### config.mk
export PLATFORM = sky130hd
export DESIGN_NAME = anim_scheduler
export DESIGN_NICKNAME = d
export VERILOG_FILES = /design/src/rtl/anim_pkg.sv /design/src/rtl/frame_timer.sv /design/src/rtl/anim_scheduler.sv
export SDC_FILE = /design/constraint.sdc
export NUM_CORES = 1
export LEC_CHECK = 0
export CORE_UTILIZATION = 60
export DETAILED_ROUTE_END_ITERATION = 8
export PLACE_DENSITY = 0.79
export SLEW_MARGIN = 20
export SYNTH_ARGS = -nofsm -noshare
export SYNTH_HDL_FRONTEND = slang
export SYNTH_SLANG_ARGS = --single-unit
### constraint.sdc
create_clock -name clk_i -period 3.5 [get_ports clk_i]
set_input_delay 0.7 -clock clk_i [delete_from_list [all_inputs] [get_ports clk_i]]
set_output_delay 0.7 -clock clk_i [all_outputs]
set_load 0.005 [all_outputs]
### src/rtl/anim_pkg.sv
// Shared animation encodings and widths used by the scheduler, the
// animation memories and the display mux.
package anim_pkg;

    localparam int unsigned ANIM_W = 2;
    localparam int unsigned STEP_W = 4;

    typedef enum logic [ANIM_W-1:0] {
        AnimIdle  = 2'd0,
        AnimSleep = 2'd1,
        AnimEat   = 2'd2,
        AnimPlay  = 2'd3
    } anim_t;

    typedef enum logic [1:0] {
        StIdle,
        StSleep,
        StOneshot
    } sched_state_t;

    // Animation shown while the scheduler sits in a given state.
    function automatic anim_t state_anim(sched_state_t st, anim_t latched);
        anim_t a;
        case (st)
            StSleep:   a = AnimSleep;
            StOneshot: a = latched;
            default:   a = AnimIdle;
        endcase
        return a;
    endfunction

endpackage

### src/rtl/frame_timer.sv
// Frame divider: counts clk cycles per animation frame and flags the last
// cycle of each frame. A synchronous clear restarts the frame.
module frame_timer #(
    parameter int unsigned FRAME_DIV = 33_554_432
) (
    input  logic clk_i,
    input  logic rst_ni,
    input  logic clr_i,
    output logic tick_o
);

    localparam int unsigned CntW = $clog2(FRAME_DIV);
    localparam logic [CntW-1:0] LastCnt = CntW'(FRAME_DIV - 1);

    logic [CntW-1:0] div_cnt_q, div_cnt_d;

    assign tick_o = (div_cnt_q == LastCnt);

    always_comb begin
        div_cnt_d = div_cnt_q + CntW'(1);
        if (clr_i || tick_o) begin
            div_cnt_d = '0;
        end
    end

    always_ff @(posedge clk_i or negedge rst_ni) begin
        if (!rst_ni) begin
            div_cnt_q <= '0;
        end else begin
            div_cnt_q <= div_cnt_d;
        end
    end

endmodule

### src/rtl/anim_scheduler.sv
// Chooses the displayed animation (idle, sleep, or a one-shot request) and
// drives one shared, restartable frame step sequence for the sprite memories.
module anim_scheduler #(
    parameter int unsigned FRAME_DIV     = 33_554_432,
    parameter int unsigned NUM_STEPS     = 16,
    parameter int unsigned ONESHOT_LOOPS = 2
) (
    input  logic       clk_i,
    input  logic       rst_ni,
    input  logic       req_valid_i,
    input  logic [1:0] req_anim_i,
    output logic       req_ready_o,
    input  logic       stat_sleep_i,
    output logic [1:0] anim_sel_o,
    output logic [3:0] frame_step_o,
    output logic       frame_tick_o,
    output logic       anim_done_o,
    output logic       busy_o
);

    import anim_pkg::*;

    localparam int unsigned LoopW = (ONESHOT_LOOPS > 1) ? $clog2(ONESHOT_LOOPS) : 1;
    localparam logic [STEP_W-1:0] LastStep = STEP_W'(NUM_STEPS - 1);
    localparam logic [LoopW-1:0]  LastLoop = LoopW'(ONESHOT_LOOPS - 1);

    sched_state_t      state_q, state_d;
    anim_t             latch_q, latch_d;
    anim_t             anim_q, anim_d;
    logic [STEP_W-1:0] step_q, step_d;
    logic [LoopW-1:0]  loop_q, loop_d;
    logic              tick_q, tick_d;
    logic              done_q, done_d;
    logic              busy_q, busy_d;
    logic              tick, wrap, restart;

    frame_timer #(
        .FRAME_DIV(FRAME_DIV)
    ) u_frame_timer (
        .clk_i (clk_i),
        .rst_ni(rst_ni),
        .clr_i (restart),
        .tick_o(tick)
    );

    assign wrap        = tick && (step_q == LastStep);
    assign req_ready_o = (state_q == StIdle) && !stat_sleep_i;

    always_comb begin
        state_d = state_q;
        latch_d = latch_q;
        done_d  = 1'b0;
        unique case (state_q)
            StIdle: begin
                // Sleep outranks requests; an IDLE request is accepted but ignored.
                if (stat_sleep_i) begin
                    state_d = StSleep;
                end else if (req_valid_i && (req_anim_i != AnimIdle)) begin
                    state_d = StOneshot;
                    latch_d = anim_t'(req_anim_i);
                end
            end
            StSleep: begin
                if (wrap && !stat_sleep_i) begin
                    state_d = StIdle;
                end
            end
            StOneshot: begin
                if (wrap && (loop_q == LastLoop)) begin
                    done_d  = 1'b1;
                    state_d = stat_sleep_i ? StSleep : StIdle;
                end
            end
            default: state_d = StIdle;
        endcase

        restart = (state_d != state_q);

        step_d = step_q;
        loop_d = loop_q;
        if (restart) begin
            step_d = '0;
            loop_d = '0;
        end else if (tick) begin
            step_d = wrap ? '0 : step_q + STEP_W'(1);
            if (wrap && (state_q == StOneshot)) begin
                loop_d = loop_q + LoopW'(1);
            end
        end

        tick_d = restart || tick;
        anim_d = state_anim(state_d, latch_d);
        busy_d = (state_d == StOneshot);
    end

    always_ff @(posedge clk_i or negedge rst_ni) begin
        if (!rst_ni) begin
            state_q <= StIdle;
            latch_q <= AnimIdle;
            anim_q  <= AnimIdle;
            step_q  <= '0;
            loop_q  <= '0;
            tick_q  <= 1'b0;
            done_q  <= 1'b0;
            busy_q  <= 1'b0;
        end else begin
            state_q <= state_d;
            latch_q <= latch_d;
            anim_q  <= anim_d;
            step_q  <= step_d;
            loop_q  <= loop_d;
            tick_q  <= tick_d;
            done_q  <= done_d;
            busy_q  <= busy_d;
        end
    end

    assign anim_sel_o   = anim_q;
    assign frame_step_o = step_q;
    assign frame_tick_o = tick_q;
    assign anim_done_o  = done_q;
    assign busy_o       = busy_q;

endmodule

* Yosys cells after proc, flatten, opt, wreduce, memory -nomap -nowiden *
Cells that the tools add are included.
Widths: inputs -> output; s select.

storage, ports and cells
  output and inout port bits = 10
  register bits after elaboration = 39

operators by class
  reduce and logical (&&, ||, !) cells = 13
  equal/unequal tests = 7
  $add $sub $neg = 3
  muxes and demuxes = 19

operators with widths
  cell                   count
  $add 25x1->25 const B  1
  $eq 25x25->1 const B   1
  $mux 25                1
  $mux 2                 7
  $mux 4                 3
  $logic_and 1x1->1      6
  $mux 1                 6
  $pmux 2 s3             1
  $reduce_bool 2->1      3
  $add 4x1->4 const B    1
  $eq 2x1->1 const B     2
  $eq 2x2->1 const B     2
  $eq 4x4->1 const B     1
  $pmux 2 s2             1
  $logic_not 2->1        1
  $ne 2x2->1             1
  $reduce_and 2->1       1
  $add 1x1->1 const B    1
  $logic_not 1->1        1
  $logic_or 1x1->1       1

* Longest topological paths before layout *
  depth after elaboration = 8
  gate-level depth with buffers = 9

* Modules after synthesis *
Synthesis repeated with hierarchy kept, for this count alone.

unflattened totals
  cell total of the unflattened synthesis = 205
  area total of the unflattened synthesis = 2,077.0 um2

by module, submodules not included
  module          area each (um2)  times used  cells each
  frame_timer     1,275.0          1           129
  anim_scheduler  802.0            1           76

* Least setup slack after synthesis *
OpenSTA, ideal clock, no wires.

  path type = flip-flop to flip-flop
  start = register u_frame_timer.div_cnt_q[0]
  end = register anim_q[0], in the netlist anim_sel_o[0]
  data required time = 3.379 ns
  setup time = 0.121 ns
  period minus slack after synthesis = 2.405 ns
  cell stages (with the launch flop) = 9
  arrival = 2.284 ns
  setup slack = 1.095 ns
  cells stage by stage = dfrtp_1 > ha_1 > nand2_1 > or4_4 > buf_6 > o311ai_0 > o311ai_0 > ha_1 > a22o_1

on the way
  longest elaborated chain between the ends = 7
  elaborated cells between the ends (all ways) = 10
  those cells by class = eq/ne (3); mux (4); reduce/logical (3)

ends and longest elaborated chain
  element                                      line                                        text
  start: declaration                           frame_timer.sv:15                           logic [CntW-1:0] div_cnt_q, div_cnt_d;
  start signal: assignment                     frame_timer.sv:30                           div_cnt_q <= div_cnt_d;
  $eq 25x25->1 *                               frame_timer.sv:17                           assign tick_o = (div_cnt_q == LastCnt);
  $logic_and 1x1->1 *                          anim_scheduler.sv:46                        assign wrap = tick && (step_q == LastStep);
  $logic_and 1x1->1, on equally long branches  anim_scheduler.sv:69, anim_scheduler.sv:64
  $mux 2, on equally long branches             anim_scheduler.sv:69, anim_scheduler.sv:64
  $pmux 2 s3 *                                 anim_scheduler.sv:53                        unique case (state_q)
  net state_d[0]                               anim_scheduler.sv:27                        sched_state_t state_q, state_d;
  $eq 2x2->1 or $eq 2x1->1 (tied branches)     anim_pkg.sv:24                              case (st)
  $pmux 2 s2 *                                 anim_pkg.sv:24
  net anim_d[0]                                anim_scheduler.sv:29                        anim_t anim_q, anim_d;
  end signal: assignment                       anim_scheduler.sv:100                       anim_q <= AnimIdle;
  end signal: assignment                       anim_scheduler.sv:109                       anim_q <= anim_d;
  end: declaration                             anim_scheduler.sv:29

The timed path passes the listed nets; every way through them passes the cells marked *.
A chain may end at the register's enable or synchronous reset.

* Final worst setup path *
  start = register u_frame_timer.div_cnt_q[2]
  end = register anim_q[0], in the netlist anim_sel_o[0]

The elaborated chain is that of the path after synthesis.

==> impl_metrics.toml <==
[status]
outcome = "finished clean"

[cts]
post_cts_resize_count = 0
clock-sinks = 39
insertion_delay_ns = 0.35
clock_path_buffers = 2
clockRootBuffer = "clkbuf_4"
cts.clk_slew.worst_paths_ns = 0.12
cts_tree = "built"
cts_setup_buffers = 0
cts_made_buffers = 5
htree_num_levels = 2
cts_hold_buffers = 0

[global_route]
grt_max_degree = 40
grt_pass1_wl_mm = 6.71
busiest_layer = "met2"
use_met2_pct = 40.3
antenna_found_initial = 0
grt_pass1_vias = 1545
use_met1_pct = 32.0
track_usage_pct = 24.9
grt-ovfl-total = 0
use_met3_pct = 7.89

[timing]
tns_ns = 0
post-route-period-util_pct = 79.1
hold_ws_ns = 0.436
timing.fmax_mhz = 361
fin_crit_ns = 2.77
fin_skew_ns = 0.0145
hold_viol = 0
setup_violations = 0
worstMarginPinSlew_ns = 0.914
relSlewSlack_pct = 39.0
drv_slew = 0
rsz0062_at_grt = "no"

[critical_path]
worstSetupStartpointType = "register"
critPathKind = "register to register"
crit_required_ns = 3.74
cp_max_fo = 23
startpoint = "u_frame_timer.div_cnt_q[2]$_DFF_PN0_"
cp.arrival_ns = 3.01
r2r_start = "u_frame_timer.div_cnt_q[2]$_DFF_PN0_"
cp-end-kind = "register"

[floorplan]
dieArea_sq_mm = 0.00370
fp-row-count = 20
coreArea_sq_mm = 0.00318
ios = 16
die_x_um = 60.8
die_y_um = 60.8
start_util_pct = 65.3

[pwr]
leakage_uw = 0.000874
pwr-share-comb_pct = 14.1
swShare_pct = 27.9
intPower_uw = 668
seq_power_share_pct = 57.6
p_per_area_mw_per_mm2 = 406
p_sw_uw = 259
power.share.clock_pct = 28.4
ir_drop_mv = 0.299

[synthesis]
syn_avg_cell_area_sq_um = 9.75
ys_warn_count = 0
yosysSeqAreaShare_pct = 47.0
ys.flop_type = "dfrtp_1"
synth_top_area_cell = "dfrtp_1"
synth_cells = 213
syn_area_sq_mm = 0.00208
syn_nets = 223
synthArstFlopShare_pct = 100
ys_top_cells_by_area = "dfrtp_1 (47%), a211oi_1 (4.7%), nor3_1 (4.3%)"
ys_seq_elements = 39
synth_edf_count = 0
synthDistinctLibCells = 40
synth_top_area_share_pct = 47.0

[drt]
drt-pass1-iter-count = 4
drtIter0Drc = 135
drt_wl_total_mm = 4.05
via_per_inst = 6.35
dr_total_vias = 1702
antenna_left = 0
avgRoutedWirePerCell_um = 15.1
drcViolationCount = 0

[job]
cap_violations = 0

[placed_design]
gp_congestion = 0.817
port_buffers = 15
hpwl_mm = 2.74

[cells_and_area]
drive_gt1_share_pct = 7.59
areaGrowthSynthToFinish_pct = 10.1
fin_nets = 233
fin_util_pct = 71.9
fillers = 241
diodes = 0

[min_path]
hold_class = "input pin to asynchronous set/reset pin"
## power groups by stage
stage                     Sequential, uW  Combinational (uW)  Clock (uW)
after CTS                            533                 133         270
final                                534                 130         263
after global routing                 540                 149         286
after detailed placement             541                 132           0
after floorplan                      533                 105           0
after global placement               538                 127           0
## per-layer routing
| layer | vias to the layer above | share of wire (%) | routed length (um) |
|---|---|---|---|
| met4 | 0 | 0.84 | 34 |
| met2 | 35 | 49 | 2000 |
| met5 | - | 0 | 0 |
| met1 | 835 | 46 | 1860 |
| met3 | 5 | 3.7 | 148 |
| li1 | 827 | - | - |
## flip-flops by register name, summed over array words and instances (netlist names)
register and flops:
u_frame_timer.div_cnt_q 25, frame_step_o 4, anim_sel_o 2, latch_q 2
state_q 2, anim_done_o 1, busy_o 1, frame_tick_o 1
loop_q 1
## cells by family after synthesis
kind of cell | Yosys count | share of synthesized area (%)
DFF | 39 | 47.0
xor gates and xnor gates | 10 | 4.22
and+or+nand+nor | 90 | 25.3
muxes | 1 | 0.482
AOI/OAI and AO/OA | 45 | 15.2
adders and majority gates | 4 | 2.41
buffers and inverters | 24 | 5.36
## layout by cell type, fill, tap and decap left out, types with 2 or more instances in the layout
| cell type | count |
|---|---|
| o21ai_0 | 11 |
| and2_1 | 2 |
| or2_2 | 3 |
| dfrtp_1 | 39 |
| xnor2_1 | 8 |
| buf_4 | 2 |
| o311ai_0 | 2 |
| o31ai_1 | 6 |
| or4_4 | 2 |
| clkbuf_8 | 2 |
| nor4_1 | 4 |
| nor2_1 | 3 |
| nor2b_1 | 2 |
| inv_1 | 10 |
| nand2_1 | 14 |
| nor3_1 | 18 |
| clkbuf_4 | 5 |
| nand3_1 | 10 |
| and4_1 | 2 |
| or4_1 | 10 |
| a22o_1 | 4 |
| a21oi_1 | 4 |
| ha_1 | 4 |
| or3_1 | 8 |
| clkdlybuf4s50_1 | 14 |
| a211oi_1 | 13 |
| nand4_1 | 6 |
| xor2_1 | 2 |
## critical path, stage by stage (launching register included)
cell,delay (ns)
dfrtp_1,0.41
nand3_1,0.30
or4_4,0.72
o311ai_0,0.46
o311ai_0,0.29
ha_1,0.28
a22o_1,0.21
## stage by stage
step | total power, uW | area (sq um) | instances | setup WS [ns]
floorplan | 638 | 2080 | 213 | 1.09
global placement | 665 | 2220 | 260 | 0.852
detailed placement | 673 | 2220 | 260 | 0.758
CTS | 936 | 2290 | 268 | 0.726
global route | 976 | 2290 | 268 | 0.553
finish | 927 | 2290 | 268 | 0.731
## path summary, 6_finish.rpt
check	slack (ns)	endpoint	cells after the start
max reg2reg	0.73	anim_sel_o[0]$_DFF_PN0_	6
min	0.44	anim_done_o$_DFF_PN0_	1
max in group asynchronous	2.52	frame_tick_o$_DFF_PN0_	1
min reg2reg	0.50	latch_q[1]$_DFF_PN0_	1
max	0.73	anim_sel_o[0]$_DFF_PN0_	6
min in group clk_i	0.50	latch_q[1]$_DFF_PN0_	1
## cell type report
| type | count | area [sq um] | area share [%] |
|---|---|---|---|
| clock buffer | 8 | 68.8 | 3.01 |
| tap | 44 | 55.1 | 2.41 |
| timing repair buffer | 17 | 160 | 7.01 |
| inverter | 10 | 37.5 | 1.64 |
| multi-input combinational | 150 | 988 | 43.2 |
| sequential | 39 | 976 | 42.7 |
## Yosys cell counts, types with 3 or more instances
| master | n |
|---|---|
| dfrtp_1 | 39 |
| nand4_1 | 6 |
| nor4_1 | 4 |
| nor3_1 | 18 |
| nand2_1 | 14 |
| a22o_1 | 4 |
| o31ai_1 | 6 |
| or3_1 | 8 |
| xnor2_1 | 8 |
| or2_2 | 3 |
| nor2_1 | 3 |
| a211oi_1 | 13 |
| inv_1 | 10 |
| o21ai_0 | 11 |
| ha_1 | 4 |
| nand3_1 | 10 |
| a21oi_1 | 4 |
| or4_1 | 10 |
| clkbuf_1 | 9 |
Power figures use the tool's default switching activity.
